File: src/rtl/task_enqueue.sv
// Producer side of the per-level TaskFIFO. A single push/pop request stream
// is checked against per-tree element counts. Legal requests are written
// into the lane FIFO picked by the tree ID; illegal ones are dropped. Each
// lane gives the distributor a registered head word and an empty flag.
module task_enqueue #(
   parameter int PTW           = 16,
   parameter int LEVEL         = 4,
   parameter int LEVEL_BITS    = $clog2(LEVEL),
   parameter int TREE_NUM      = 4,
   parameter int TREE_NUM_BITS = $clog2(TREE_NUM),
   parameter int DEPTH         = 8,
   parameter int TREE_CAP      = 15,
   parameter int CNT_BITS      = $clog2(TREE_CAP + 1)
) (
   input  logic                         i_clk,
   input  logic                         i_arst_n,
   input  logic                         i_req_valid,
   output logic                         o_req_ready,
   input  logic                         i_req_type,
   input  logic [TREE_NUM_BITS-1:0]     i_req_treeId,
   input  logic [PTW-1:0]               i_req_push_data,
   output logic                         o_drop,
   input  logic [LEVEL-1:0]             i_pop_TaskFIFO,
   output logic [PTW+TREE_NUM_BITS:0]   o_TaskFIFO_data [0:LEVEL-1],
   output logic [LEVEL-1:0]             o_TaskFIFO_empty,
   output logic [CNT_BITS-1:0]          o_tree_count [0:TREE_NUM-1]
);

   localparam int PTR_BITS = $clog2(DEPTH);
   localparam int WORD_W   = PTW + TREE_NUM_BITS + 1;
   localparam int ID_EXT   = (TREE_NUM_BITS > LEVEL_BITS) ? TREE_NUM_BITS : LEVEL_BITS;

   logic [WORD_W-1:0]     mem_q  [LEVEL][DEPTH];
   logic [PTR_BITS-1:0]   wptr_q [LEVEL];
   logic [PTR_BITS-1:0]   rptr_q [LEVEL];
   logic [PTR_BITS:0]     occ_q  [LEVEL];
   logic [PTR_BITS:0]     occ_d  [LEVEL];
   logic [WORD_W-1:0]     data_q [LEVEL];
   logic [CNT_BITS-1:0]   cnt_q  [TREE_NUM];
   logic [CNT_BITS-1:0]   cnt_d  [TREE_NUM];
   logic                  drop_q;
   logic                  drop_d;

   logic [ID_EXT-1:0]     tid_ext;
   logic [LEVEL_BITS-1:0] lane;
   logic [CNT_BITS-1:0]   cur_cnt;
   logic                  hs;
   logic                  legal;
   logic                  wr_en;
   logic [WORD_W-1:0]     wr_word;
   logic [LEVEL-1:0]      lane_wr;
   logic [LEVEL-1:0]      lane_pop;

   // Tree IDs narrower than the lane index are zero-extended before the
   // modulo, so every tree always lands on the same lane.
   assign tid_ext = ID_EXT'(i_req_treeId);
   assign lane    = tid_ext[LEVEL_BITS-1:0];
   assign cur_cnt = cnt_q[i_req_treeId];

   // Ready only looks at the stored occupancy: a pop in the same cycle does not free a slot.
   assign o_req_ready = (occ_q[lane] != (PTR_BITS + 1)'(DEPTH));

   assign hs      = i_req_valid & o_req_ready;
   assign legal   = i_req_type ? (cur_cnt < CNT_BITS'(TREE_CAP)) : (cur_cnt != '0);
   assign wr_en   = hs & legal;
   assign wr_word = {i_req_type, i_req_treeId, (i_req_type ? i_req_push_data : {PTW{1'b0}})};
   assign drop_d  = hs & ~legal;

   // Per-lane write/pop enables and the next occupancy of each lane.
   always_comb begin
      for (int l = 0; l < LEVEL; l++) begin
         lane_wr[l]  = wr_en && (lane == LEVEL_BITS'(l));
         lane_pop[l] = i_pop_TaskFIFO[l] && (occ_q[l] != '0);
         occ_d[l]    = occ_q[l];
         if (lane_wr[l] && !lane_pop[l]) begin
            occ_d[l] = occ_q[l] + 1'b1;
         end else if (!lane_wr[l] && lane_pop[l]) begin
            occ_d[l] = occ_q[l] - 1'b1;
         end
      end
   end

   // Next per-tree element count. Legality already prevents wrapping.
   always_comb begin
      for (int t = 0; t < TREE_NUM; t++) begin
         cnt_d[t] = cnt_q[t];
      end
      if (wr_en) begin
         cnt_d[i_req_treeId] = i_req_type ? (cur_cnt + 1'b1) : (cur_cnt - 1'b1);
      end
   end

   // Lane storage. It has no reset because the pointers and occupancy decide what is valid.
   always_ff @(posedge i_clk) begin
      for (int l = 0; l < LEVEL; l++) begin
         if (lane_wr[l]) begin
            mem_q[l][wptr_q[l]] <= wr_word;
         end
      end
   end

   // Lane pointers, occupancy and the registered head word.
   always_ff @(posedge i_clk or negedge i_arst_n) begin
      if (!i_arst_n) begin
         for (int l = 0; l < LEVEL; l++) begin
            wptr_q[l] <= '0;
            rptr_q[l] <= '0;
            occ_q[l]  <= '0;
            data_q[l] <= '0;
         end
      end else begin
         for (int l = 0; l < LEVEL; l++) begin
            occ_q[l] <= occ_d[l];
            if (lane_wr[l]) begin
               wptr_q[l] <= wptr_q[l] + 1'b1;
            end
            if (lane_pop[l]) begin
               rptr_q[l] <= rptr_q[l] + 1'b1;
               data_q[l] <= mem_q[l][rptr_q[l]];
            end
         end
      end
   end

   // Tree counts and the one-cycle drop pulse.
   always_ff @(posedge i_clk or negedge i_arst_n) begin
      if (!i_arst_n) begin
         for (int t = 0; t < TREE_NUM; t++) begin
            cnt_q[t] <= '0;
         end
         drop_q <= 1'b0;
      end else begin
         for (int t = 0; t < TREE_NUM; t++) begin
            cnt_q[t] <= cnt_d[t];
         end
         drop_q <= drop_d;
      end
   end

   // Drive the outputs straight from the state registers.
   always_comb begin
      for (int l = 0; l < LEVEL; l++) begin
         o_TaskFIFO_data[l]  = data_q[l];
         o_TaskFIFO_empty[l] = (occ_q[l] == '0);
      end
      for (int t = 0; t < TREE_NUM; t++) begin
         o_tree_count[t] = cnt_q[t];
      end
   end

   assign o_drop = drop_q;

endmodule

File: config.mk
export PLATFORM = sky130hd
export DESIGN_NAME = task_enqueue
export DESIGN_NICKNAME = d
export VERILOG_FILES = /design/src/rtl/task_enqueue.sv
export SDC_FILE = /design/constraint.sdc
export NUM_CORES = 1
export LEC_CHECK = 0
export ABC_AREA = 0
export CAP_MARGIN = 20
export CORE_MARGIN = 1
export CORE_UTILIZATION = 55
export CTS_BUF_LIST = sky130_fd_sc_hd__clkbuf_8
export DETAILED_ROUTE_END_ITERATION = 6
export PLACE_DENSITY = 0.73
export SYNTH_ARGS = -nofsm -noshare
export SYNTH_HDL_FRONTEND = slang
export SYNTH_SLANG_ARGS = --single-unit
File: constraint.sdc
create_clock -name i_clk -period 6.4 [get_ports i_clk]
set_input_delay 1.6 -clock i_clk [delete_from_list [all_inputs] [get_ports i_clk]]
set_output_delay 1.6 -clock i_clk [all_outputs]
set_load 0.05 [all_outputs]
==> metrics.txt <==
status complete, no violations; Logic pwr share 33.2%; CTS Sinks 741; Arrival @ worst endpoint 3.85 ns; syn avg cell area 19.9 um2; leakage 11.7 nW; fin crit share 85.2%; VDD IR-drop max 0.299 mV; DR pass1 iterations 7; Ports around 120; GR Layer Usage met1 31.0%; count of different cell masters after synthesis 43; r2r worst-path depth 11; Port Buffers ~120; Max Slew Vio Count 0; WHS Path Cells 2; EDFF count, synth 608; clock buffer depth 3; Pwr Density ~440 mW/mm2; # hold bufs at CTS 0; die outline width between 200 and 250 um; share of synthesized registers carrying an async set or reset around 18%; max_slew headroom 27.3%; register bit total from synthesis 741; CP Class in -> out; final setup fails 0; Seq/Total Area, Yosys 75.2%; CTS H-Tree Depth 3; Post-DP Area around 0.031 mm2; MaxCap Viol Count 0; Final Util between 60% and 70%; Post-CTS Setup Inserts 0; initial antenna violation count 4; sequential share of power about 42%; R2R Path Start occ_q[0]; most frequent cells in the layout edfxtp_1, mux4_2, clkbuf_8, dfrtp_1, clkdlybuf4s50_1; Psw 0.00508 W; Top FF cell, synth edfxtp_1; Fillers 3504; drt drc 0; met2 Usage GRT 37.9%; final worst path period need 5.45 ns; met3 track demand over resource 3.94%; drt wl/cell 23.6 um; Cells after Synth 1440; clock latency on the worst-skew pair 0.71 ns; R2R setup slack 3.00 ns; Post-CTS Resized 0; GRT Resource Usage Total 22.8%; Sw Share 34.3%; P&R area growth vs syn 16.3%; CP required 4.80 ns; Storage cell area 0.0216 mm2; syn_nets 1493; layout cells sized above 1 25.3%; row cnt a little over 80; Num CTS Buffers 113; antenna viol nets, final 0; Core Region slightly above 0.05 mm2; DR iter-0 viols 1164; Slew @ Worst Pin between 1 and 1.5 ns; wirelength, routed just under 60 mm; Initial Util 55.8%; Congestion Overflow GR 0; total negative slack 0 ns; Clock Skews around 0.036 ns; Detail Placement HPWL 33.0 mm; FF-to-FF End occ_q[3]; Setup crit start i_req_treeId[1]; area of the die 0.0531 mm2; clock share of power 24.5%; area occupied by multi-input gates 0.00691 mm2; Fin. Hold Viols 0; Die Y approximately 230 um; CTS root buffer clkbuf_8; end of the critical path o_req_ready; CP Launch Type input port; first-pass GRT wire length 89.0 mm; CTS tree built; vias in the first global route 14900; register clock-pin slew on the reported worst setup and hold paths 0.05 ns; most common cell after layout, fill and taps aside edfxtp_1; Worst Setup End Kind output port; largest net degree at the start of global routing 86; Nets 1730; CP Max Fanout 32; Max Clk Rate 183 MHz; RSZ-0062 raised after global routing no; Via density roughly 5.7; internal power 0.00975 W; GR peak layer met2; gpl congestion between 0.7 and 0.8; Via Count 14000; cell area after layout 0.0334 mm2; Mapped Area about 0.029 mm2; Hold Crit Class reg -> reg; Syn. warnings 0
[worst max-delay path, cell delays in order]
cell             delay (ns)
buf_2                  0.51
mux4_2                 0.41
o221ai_1               0.16
nor2_1                 0.15
inv_1                  0.09
clkdlybuf4s50_1        0.90
[logic make-up (layout without fill, tap and decap cells)]
logic type / count (synthesis) / in the layout / synth area share [%]
DFF: 741 / 741 / 75.2
muxes: 262 / 262 / 16.1
and+or+nand+nor: 187 / 187 / 3.14
AOI/OAI and AO/OA: 99 / 99 / 1.91
buffers and inverters: 89 / 427 / 1.27
xor gates and xnor gates: 35 / 35 / 1.07
adders and majority gates: 27 / 27 / 1.31
other: 0 / 2 / 0
[through the flow]
step	hold slack (ns)	total power (W)	setup slack, ns	instances
floorplan	0.459	0.00979	0.789	1440
global placement	0.460	0.0113	1.02	2240
detailed placement	0.469	0.0114	0.977	2241
CTS	0.481	0.0150	0.970	2457
global route	0.503	0.0156	0.793	2458
finish	0.473	0.0148	0.948	2460
[registers in the layout, indices dropped and copies added (netlist names)]
signal           cells
o_TaskFIFO_data     76
mem_q              608
o_drop               1
o_tree_count        16
wptr_q              12
rptr_q              12
occ_q               16
[metal layers]
metal  up-vias  share of wire, %
met5         -                 0
met4         0               2.4
met3        84               6.1
met2       444                50
met1      7281                41
li1       6230                 -
[power by group through the flow]
| stage | Combinational, W | Clock, W | Sequential [W] |
|---|---|---|---|
| 6_report | 0.00492 | 0.00363 | 0.00627 |
| 3_5_place_dp | 0.00498 | 0 | 0.00638 |
| 4_1_cts | 0.00499 | 0.00373 | 0.00629 |
| 2_1_floorplan | 0.00259 | 0 | 0.00720 |
| 5_1_grt | 0.00527 | 0.00393 | 0.00636 |
| 3_3_place_gp | 0.00491 | 0 | 0.00636 |
[cell usage after synthesis, types with 2 or more instances]
| cell | number | area [um2] |
|---|---|---|
| mux2i_1 | 77 | 771 |
| a21oi_1 | 5 | 25.0 |
| o21ai_0 | 80 | 400 |
| and2_1 | 16 | 100 |
| mux2_2 | 28 | 315 |
| a21o_1 | 5 | 37.5 |
| buf_2 | 9 | 45.0 |
| nor2b_1 | 2 | 12.5 |
| edfxtp_1 | 608 | 18300 |
| inv_1 | 18 | 67.6 |
| nor4b_1 | 4 | 35.0 |
| mux4_2 | 156 | 3510 |
| nand2b_1 | 5 | 31.3 |
| xor2_1 | 13 | 114 |
| buf_1 | 14 | 52.6 |
| fa_1 | 5 | 100 |
| clkbuf_1 | 44 | 165 |
| nand2_1 | 91 | 342 |
| nor4_2 | 2 | 25.0 |
| xnor2_1 | 22 | 193 |
| nor2_1 | 14 | 52.6 |
| and3_1 | 5 | 31.3 |
| nor2_2 | 4 | 25.0 |
| nand3_1 | 6 | 30.0 |
| or3_1 | 2 | 12.5 |
| nor3_1 | 19 | 95.1 |
| ha_1 | 22 | 275 |
| nor4_1 | 14 | 87.6 |
| dfrtp_1 | 133 | 3330 |
| buf_6 | 2 | 22.5 |
| o211ai_1 | 3 | 22.5 |
[how the worst min path moves through the flow]
| stage | start | to | slack, ns |
|---|---|---|---|
| global placement | o_TaskFIFO_data[56] | o_TaskFIFO_data[56] | 0.46 |
| finish | o_TaskFIFO_data[45] | o_TaskFIFO_data[45] | 0.47 |
| global route | o_TaskFIFO_data[60] | o_TaskFIFO_data[60] | 0.50 |
| floorplan | occ_q[7] | occ_q[7] | 0.46 |
| CTS | o_TaskFIFO_data[54] | o_TaskFIFO_data[54] | 0.48 |
| detailed placement | o_TaskFIFO_data[54] | o_TaskFIFO_data[54] | 0.47 |
[cell type report]
| class | count | share of cell area, % |
|---|---|---|
| well taps | 680 | 2.55 |
| clock inverters | 87 | 1.20 |
| repair buffers | 192 | 5.28 |
| inverters | 19 | 0.214 |
| diodes | 2 | 0.0150 |
| multi-input cells | 610 | 20.7 |
| clock buffers | 129 | 5.32 |
| flip-flops and latches | 741 | 64.7 |
No activity file was read; power rests on OpenSTA's default activity.
